`src/rtl/dm_arbiter_if.sv`:
```
// Bus bundle between the two DM requesters, the arbiter and the data memory.
// The slave modport is the arbiter's view; master is the requester/DM side.
interface dm_arbiter_if #(
  parameter int AW = 32,
  parameter int DW = 32
);
  logic          m0_req;
  logic          m0_we;
  logic [AW-1:0] m0_adr;
  logic [DW-1:0] m0_wdata;
  logic          m0_ack;
  logic [DW-1:0] m0_rdata;

  logic          m1_req;
  logic          m1_we;
  logic [AW-1:0] m1_adr;
  logic [DW-1:0] m1_wdata;
  logic          m1_ack;
  logic [DW-1:0] m1_rdata;

  logic          dm_we;
  logic [AW-1:0] dm_adr;
  logic [DW-1:0] dm_wdata;
  logic [DW-1:0] dm_rdata;

  logic [1:0]    grant;
  logic          busy;

  modport slave (
    input  m0_req, m0_we, m0_adr, m0_wdata,
    input  m1_req, m1_we, m1_adr, m1_wdata,
    input  dm_rdata,
    output m0_ack, m0_rdata, m1_ack, m1_rdata,
    output dm_we, dm_adr, dm_wdata, grant, busy
  );

  modport master (
    output m0_req, m0_we, m0_adr, m0_wdata,
    output m1_req, m1_we, m1_adr, m1_wdata,
    output dm_rdata,
    input  m0_ack, m0_rdata, m1_ack, m1_rdata,
    input  dm_we, dm_adr, dm_wdata, grant, busy
  );
endinterface

```
`src/rtl/dm_arbiter.sv`:
```
// Two-port sequencer for the single-port data memory: IDLE->ISSUE->WAIT->RESP.
// Define DM_ARB_FIXED_PRIO_EN for fixed M0 priority; default is round-robin.
module dm_arbiter #(
  parameter int AW = 32,
  parameter int DW = 32
) (
  input  logic        clk,
  input  logic        rst,
  dm_arbiter_if.slave bus
);

  typedef enum logic [1:0] {IDLE, ISSUE, WAIT, RESP} state_t;

  state_t        state;
  logic          win;      // owner of the current access: 0 = M0, 1 = M1
  logic          lat_we;
  logic          pick;
  logic          sel_we;
  logic [AW-1:0] sel_adr;
  logic [DW-1:0] sel_wdata;

`ifndef DM_ARB_FIXED_PRIO_EN
  logic last_grant;
`endif

  // NOTE: every always_comb output gets a default first so no latch is inferred.
  always_comb begin
    pick = bus.m1_req;
`ifdef DM_ARB_FIXED_PRIO_EN
    if (bus.m0_req) pick = 1'b0;
`else
    if (bus.m0_req && bus.m1_req) pick = ~last_grant;
`endif
    sel_we    = pick ? bus.m1_we    : bus.m0_we;
    sel_adr   = pick ? bus.m1_adr   : bus.m0_adr;
    sel_wdata = pick ? bus.m1_wdata : bus.m0_wdata;
  end

  // NOTE: sequential state uses non-blocking assignments only, so every
  // register samples pre-edge values regardless of statement order.
  always_ff @(posedge clk or posedge rst) begin
    if (rst) begin
      state        <= IDLE;
      win          <= 1'b0;
      lat_we       <= 1'b0;
      bus.grant    <= 2'b00;
      bus.busy     <= 1'b0;
      bus.dm_we    <= 1'b0;
      bus.dm_adr   <= '0;
      bus.dm_wdata <= '0;
      bus.m0_ack   <= 1'b0;
      bus.m1_ack   <= 1'b0;
      bus.m0_rdata <= '0;
      bus.m1_rdata <= '0;
`ifndef DM_ARB_FIXED_PRIO_EN
      last_grant   <= 1'b1;
`endif
    end else begin
      case (state)
        IDLE: begin
          if (bus.m0_req || bus.m1_req) begin
            win          <= pick;
            lat_we       <= sel_we;
            // DM inputs are registered here so they are stable through ISSUE
            bus.dm_we    <= sel_we;
            bus.dm_adr   <= sel_adr;
            bus.dm_wdata <= sel_wdata;
            bus.grant    <= pick ? 2'b10 : 2'b01;
            bus.busy     <= 1'b1;
`ifndef DM_ARB_FIXED_PRIO_EN
            last_grant   <= pick;
`endif
            state        <= ISSUE;
          end
        end
        ISSUE: begin
          bus.dm_we <= 1'b0;
          state     <= WAIT;
        end
        WAIT: begin
          if (!lat_we) begin
            if (win) bus.m1_rdata <= bus.dm_rdata;
            else     bus.m0_rdata <= bus.dm_rdata;
          end
          bus.m0_ack <= ~win;
          bus.m1_ack <= win;
          state      <= RESP;
        end
        RESP: begin
          bus.m0_ack <= 1'b0;
          bus.m1_ack <= 1'b0;
          bus.grant  <= 2'b00;
          bus.busy   <= 1'b0;
          state      <= IDLE;
        end
        default: state <= IDLE;
      endcase
    end
  end

endmodule

```
`src/flat_wrapper.sv`:
```
// flat-port wrapper written by rule: the top's interface ports become plain ports
module dm_arbiter_flat 
#(
  parameter int AW = 32,
  parameter int DW = 32
)
  (clk, rst, bus_m0_req, bus_m0_we, bus_m0_adr, bus_m0_wdata, bus_m1_req, bus_m1_we, bus_m1_adr, bus_m1_wdata, bus_dm_rdata, bus_m0_ack, bus_m0_rdata, bus_m1_ack, bus_m1_rdata, bus_dm_we, bus_dm_adr, bus_dm_wdata, bus_grant, bus_busy);
  dm_arbiter_if #(.AW(AW), .DW(DW)) bus_i ();
  input  logic clk;
  input  logic rst;
  input wire logic [$bits(bus_i.m0_req)-1:0] bus_m0_req;
  input wire logic [$bits(bus_i.m0_we)-1:0] bus_m0_we;
  input wire logic [$bits(bus_i.m0_adr)-1:0] bus_m0_adr;
  input wire logic [$bits(bus_i.m0_wdata)-1:0] bus_m0_wdata;
  input wire logic [$bits(bus_i.m1_req)-1:0] bus_m1_req;
  input wire logic [$bits(bus_i.m1_we)-1:0] bus_m1_we;
  input wire logic [$bits(bus_i.m1_adr)-1:0] bus_m1_adr;
  input wire logic [$bits(bus_i.m1_wdata)-1:0] bus_m1_wdata;
  input wire logic [$bits(bus_i.dm_rdata)-1:0] bus_dm_rdata;
  output wire logic [$bits(bus_i.m0_ack)-1:0] bus_m0_ack;
  output wire logic [$bits(bus_i.m0_rdata)-1:0] bus_m0_rdata;
  output wire logic [$bits(bus_i.m1_ack)-1:0] bus_m1_ack;
  output wire logic [$bits(bus_i.m1_rdata)-1:0] bus_m1_rdata;
  output wire logic [$bits(bus_i.dm_we)-1:0] bus_dm_we;
  output wire logic [$bits(bus_i.dm_adr)-1:0] bus_dm_adr;
  output wire logic [$bits(bus_i.dm_wdata)-1:0] bus_dm_wdata;
  output wire logic [$bits(bus_i.grant)-1:0] bus_grant;
  output wire logic [$bits(bus_i.busy)-1:0] bus_busy;
  assign bus_i.m0_req = bus_m0_req;
  assign bus_i.m0_we = bus_m0_we;
  assign bus_i.m0_adr = bus_m0_adr;
  assign bus_i.m0_wdata = bus_m0_wdata;
  assign bus_i.m1_req = bus_m1_req;
  assign bus_i.m1_we = bus_m1_we;
  assign bus_i.m1_adr = bus_m1_adr;
  assign bus_i.m1_wdata = bus_m1_wdata;
  assign bus_i.dm_rdata = bus_dm_rdata;
  assign bus_m0_ack = bus_i.m0_ack;
  assign bus_m0_rdata = bus_i.m0_rdata;
  assign bus_m1_ack = bus_i.m1_ack;
  assign bus_m1_rdata = bus_i.m1_rdata;
  assign bus_dm_we = bus_i.dm_we;
  assign bus_dm_adr = bus_i.dm_adr;
  assign bus_dm_wdata = bus_i.dm_wdata;
  assign bus_grant = bus_i.grant;
  assign bus_busy = bus_i.busy;
  dm_arbiter #(.AW(AW), .DW(DW)) u_core (.clk(clk), .rst(rst), .bus(bus_i));
endmodule
```
`config.mk`:
```
export PLATFORM = sky130hd
export DESIGN_NAME = dm_arbiter_flat
export DESIGN_NICKNAME = d
export VERILOG_FILES = /design/src/rtl/dm_arbiter_if.sv /design/src/rtl/dm_arbiter.sv /design/src/flat_wrapper.sv
export SDC_FILE = /design/constraint.sdc
export NUM_CORES = 1
export LEC_CHECK = 0
export BUFFER_PORTS_ARGS = -buffer_cell sky130_fd_sc_hd__buf_2
export CORE_MARGIN = 2
export CORE_UTILIZATION = 40
export DETAILED_ROUTE_END_ITERATION = 12
export PLACE_DENSITY_LB_ADDON = 0.1
export SETUP_SLACK_MARGIN = 0.15
export SYNTH_ARGS = -nofsm -noshare
export SYNTH_HDL_FRONTEND = slang
export SYNTH_SLANG_ARGS = --single-unit
```
`constraint.sdc`:
```
create_clock -name clk -period 5.4 [get_ports clk]
set_clock_uncertainty 0.2 [all_clocks]
set_input_delay 0.27 -clock clk [delete_from_list [all_inputs] [get_ports clk]]
set_output_delay 0.27 -clock clk [all_outputs]
set_load 0.02 [all_outputs]
```
# [Word level (Yosys, flattened, before mapping)]
# Index checks and enable logic that the tools add are counted.
[word_totals] word_cells=46 mem_bits_rw=0 mem_bits_ro=0 mem_count=0 reg_bits=139 input_bits=166 latch_bits=0 out_inout_bits=134
[classes] eq_ne=4 order_cmp=0 n_reduce_logical=11 mul=0 addsub=0 shifts=0 n_div=0 n_bitwise=3 mux=15
[ops] operator="$mux W32" n=2
[ops] operator="$pmux W1 S2" n=4
[ops] operator="$pmux W2 S4" n=1
[ops] operator="$mux W2" n=3
[ops] operator="$reduce_and A2 Y1" n=3
[ops] operator="$reduce_and A3 Y1" n=2
[ops] operator="$reduce_bool A2 Y1" n=3
[ops] operator="$eq A2 B2 Y1 const B" n=2
[ops] operator="$mux W1" n=4
[ops] operator="$pmux W2 S2" n=1
[ops] operator="$not A1 Y1" n=3
[ops] operator="$eq A2 B1 Y1 const B" n=1
[ops] operator="$logic_not A2 Y1" n=1
[ops] operator="$ne A2 B1 Y1 const B" n=1
[ops] operator="$logic_and A1 B1 Y1" n=1
[ops] operator="$logic_or A1 B1 Y1" n=1

# [Depth between registers and ports, before layout]
[depth] ltp_word=5 ltp_mapped=8 ltp_nobuf=5

# [Worst setup path before layout]
# No wires, ideal clock.
[synth_timing] path_kind="reg-to-reg" startpoint="register u_core.state[0]" endpoint="register u_core.bus.m0_rdata[0]" setup_slack_ns=3.511 required_time_ns=5.075 arrival_time_ns=1.564 setup_ns=0.125 stages_incl_launch_ff=6 cell_sequence="dfrtp_1 -> inv_1 -> ha_1 -> nor3b_4 -> buf_6 -> mux2_2"
[synth_between] elab_chain_cells=2
[synth_rtl] item="start: declaration" line_no="dm_arbiter.sv:14" rtl="state_t state;"
[synth_rtl] item="start signal: assignment" line_no="dm_arbiter.sv:43" rtl="state <= IDLE;"
[synth_rtl] item="start signal: assignment" line_no="dm_arbiter.sv:73" rtl="state <= ISSUE;"
[synth_rtl] item="start signal: assignment" line_no="dm_arbiter.sv:78" rtl="state <= WAIT;"
[synth_rtl] item="$eq A2 B2 Y1" line_no="dm_arbiter.sv:59" rtl="case (state)"
[synth_rtl] item="$reduce_and A3 Y1 (no line)"
[synth_rtl] item="end signal: assignment" line_no="dm_arbiter.sv:83" rtl="else bus.m0_rdata <= bus.dm_rdata;"
[synth_rtl] item="end: declaration" line_no="dm_arbiter_if.sv:33" rtl="output m0_ack, m0_rdata, m1_ack, m1_rdata,"
# Every way passes these cells.
# A chain may end at the register's enable or synchronous reset.

# [Worst setup path after layout]
[layout_timing] startpoint="register u_core.state[0]" endpoint="register u_core.bus.dm_wdata[19]"
[layout_between] elab_chain_cells=2
[layout_rtl] item="$logic_not A2 Y1" line_no="dm_arbiter.sv:59"
[layout_rtl] item="$reduce_and A2 Y1 (no line)"
[layout_rtl] item="end signal: assignment" line_no="dm_arbiter.sv:67" rtl="bus.dm_wdata <= sel_wdata;"
[layout_rtl] item="end: declaration" line_no="dm_arbiter_if.sv:34" rtl="output dm_we, dm_adr, dm_wdata, grant, busy"
# Every way passes these cells.

==> impl_metrics.csv <==
group,metric,value,unit
status,status,"finished, final reports clean",
setup_path,startpoint_type,"flip-flop",
sta,fin_crit,3.083,ns
synthesis,ys_seq_elements,139,
cts,clkTransAtPathRegs,0.06,ns
power,p_sw,2.318,mW
finish,fin_nets,1169,
setup_path,cp_num_buf_inv,3,
synthesis,netlist_instances,543,
power,p_int,3.576,mW
synthesis,synthDistinctLibCells,29,
setup_path,rrSetupSlack,2.32,ns
cts,clock_sinks,139,
cts,cts_hold_buf,165,
setup_path,path_max_fanout,46,
floorplanning,ios,300,
flow_run,max_cap_violations,0,
global_route,grt_antenna_before_repair,0,
power,ir_drop,0.2935,mV
sta,timing.final.ws_setup,2.317,ns
sta,finalSetupViolations,0,
sta,whs,0.07659,ns
sta,slew_headroom,0.4941,
cts,htreeDepth,4,
setup_path,crit_path_end_kind,"flip-flop",
placed_design,dpl_cell_area,7472,um2
placed_design,port_buffers,299,
synthesis,netlist_area,5887,um2
routing,drt_iter0_drc,331,
routing,antenna_left,0,
power,p_sw_frac,0.3933,
floorplanning,die_h,125.3,um
synthesis,async_reset_ff_frac,1.000,
global_route,track_usage,0.2419,
sta,tightest_slew,0.7588,ns
routing,finalWirelength,19030,um
routing,drt_pass1_iterations,4,
floorplanning,rows,44,
synthesis,synthFlopType,"dfrtp_1",
finish,drive_gt1_frac,0.3887,
power,seqPwrFrac,0.317,
placed_design,hpwl,12060,um
setup_path,max_stage_delay,0.57,ns
finish,areaGrowthSynthToFinish,64.21,%
floorplanning,die_w,125.3,um
setup_path,path_cells,"inv_1 > ha_1 > o21a_2 > buf_4 > nor2_1 > a21oi_1 > dlygate4sd3_1",
cts,post-cts-setup-buffers,0,
synthesis,yosys.area.top_type,"dfrtp_1",
global_route,overflow,0,
synthesis,syn_avg_cell_area,10.84,um2
synthesis,synth_edf_count,0,
cts,numCtsBuffers,17,
routing,avgRoutedWirePerCell,15.93,um
sta,period_share,0.5710,
power,power.total,5.895,mW
sta,rsz0062_at_grt,"no",
synthesis,synth_top_area_share,0.5866,
synthesis,synth_area_leaders,"dfrtp_1, a21oi_1, mux2_2, nor2_1, nand2_1",
power,power_frac_comb,0.503,
routing,route.detailed.drc,0,
sta,fin_tns_setup,0,ns
setup_path,cp.required,5.54,ns
global_route,grt_pass1_wl,30620,um
synthesis,yosysWarnings,0,
floorplanning,core_area,14480,um2
power,power_density,609.8,nW/um2
routing,vias,5901,
floorplanning,start_util,0.4066,
worst_hold_path,hold_path_class,"in -> reg",
cts,cts_resized,0,
setup_path,cp_top_family,"buffers and inverters",
cts,cts_max_path_buffers,2,
synthesis,yosysMostFrequentCell,"dfrtp_1",
floorplanning,dieArea,15700,um2
synthesis,synth_fp_nets,714,
global_route,grt_max_degree,85,
cts,cts_tree,"yes",
placed_design,dp_cells,997,
finish,final_cells,1195,
synthesis,synthTopCellsByCount,"dfrtp_1, a21oi_1, nor2_1, nand2_1, mux2_2",
finish,diodes,0,
global_route,grt_pass1_vias,6252,
finish,design_area,9667,um2
placed_design,place_congestion,0.8382,
cts,insertion_delay,0.41,ns
sta,max_freq,324.3,MHz
setup_path,crit_type,"reg -> reg",
cts,clockRootBuffer,"clkbuf_16",
sta,final-max-slew-violation-count,0,
power,power_leakage,4.664,nW
power,power_frac_clock,0.180,
routing,viasPerCell,4.938,
setup_path,arrival,3.23,ns
placed_design,dp_slack,2.867,ns
synthesis,yosysSeqAreaShare,0.5911,
sta,final_hold_viol_count,0,
finish,final_core_util,0.6676,
setup_path,cp_slowest_cell,"dlygate4sd3_1",
==> tightest hold or removal path: cells and delay by family <==
family / cells / cell delay, ns
compound gates: 2 / 0.19
buf+inv: 1 / 0.18
==> power groups by stage <==
stage	Sequential (mW)	Combinational [mW]	Clock, mW
global route	1.94	3.19	1.13
CTS	1.87	2.94	1.09
floorplan	2.49	0.970	0
global placement	1.86	2.37	0
finish	1.87	2.97	1.06
detailed placement	1.87	2.43	0
==> area by class of cell <==
cell class | count | area (um2)
fillers | 1079 | 4812
flip-flops and latches | 139 | 3480
repair buffers | 472 | 3211
multi-input cells | 362 | 2186
clock buffers | 25 | 465.4
well taps | 184 | 230.2
clock inverters | 7 | 67.56
inverters | 6 | 27.53
==> cell usage in the layout (no fill, tap or decap), types with 5 or more instances in the layout <==
cell type,instances
clkbuf_16,17
nand2_1,67
nor2_1,70
buf_2,299
mux2_2,55
clkbuf_1,7
mux2_1,10
dfrtp_1,138
a21oi_1,131
buf_4,7
ha_1,5
dlygate4sd3_1,166
inv_1,5
==> kinds of logic (layout without fill, tap and decap cells) <==
family	Yosys count	count (layout)	share of synthesized area
fa+ha+maj	5	5	0.01063
buf+inv	42	510	0.04038
simple gates	144	144	0.09777
flops	139	139	0.5911
mux	69	69	0.1311
compound gates	144	144	0.1290
==> final timing paths <==
kind / start / to / cells after the start
worst max-delay path: u_core.state[0]$_DFFE_PP0P_ / u_core.bus.dm_wdata[19]$_DFFE_PP0P_ / 7
worst min-delay path: bus_m1_req / u_core.bus.grant[0]$_DFFE_PP0P_ / 3
worst max register to register: u_core.state[0]$_DFFE_PP0P_ / u_core.bus.dm_wdata[19]$_DFFE_PP0P_ / 7
worst min register to register: u_core.bus.m0_rdata[23]$_DFFE_PP0P_ / u_core.bus.m0_rdata[23]$_DFFE_PP0P_ / 1
max in group asynchronous: rst / u_core.bus.dm_adr[7]$_DFFE_PP0P_ / 4
min in group asynchronous: rst / u_core.bus.m0_rdata[7]$_DFFE_PP0P_ / 3
==> sequential cells by signal (all words and copies together) (netlist names) <==
signal and cells:
u_core.bus.dm_adr 32, u_core.bus.dm_wdata 32, u_core.bus.m0_rdata 32, u_core.bus.m1_rdata 32
u_core.bus.grant 2, u_core.state 2, u_core.bus.busy 1, u_core.bus.dm_we 1
u_core.bus.m0_ack 1, u_core.bus.m1_ack 1, u_core.last_grant 1, u_core.lat_we 1
u_core.win 1
==> per-layer routing <==
layer  GRT usage  up-vias  part of all wire
met3     0.06119       40             0.072
met4      0.1072        0             0.027
met1      0.2878     2833              0.40
met2      0.4156      270              0.50
li1            -     2758                 -
met5           0        -                 0
Note: power is estimated with default switching activity, not from simulation.
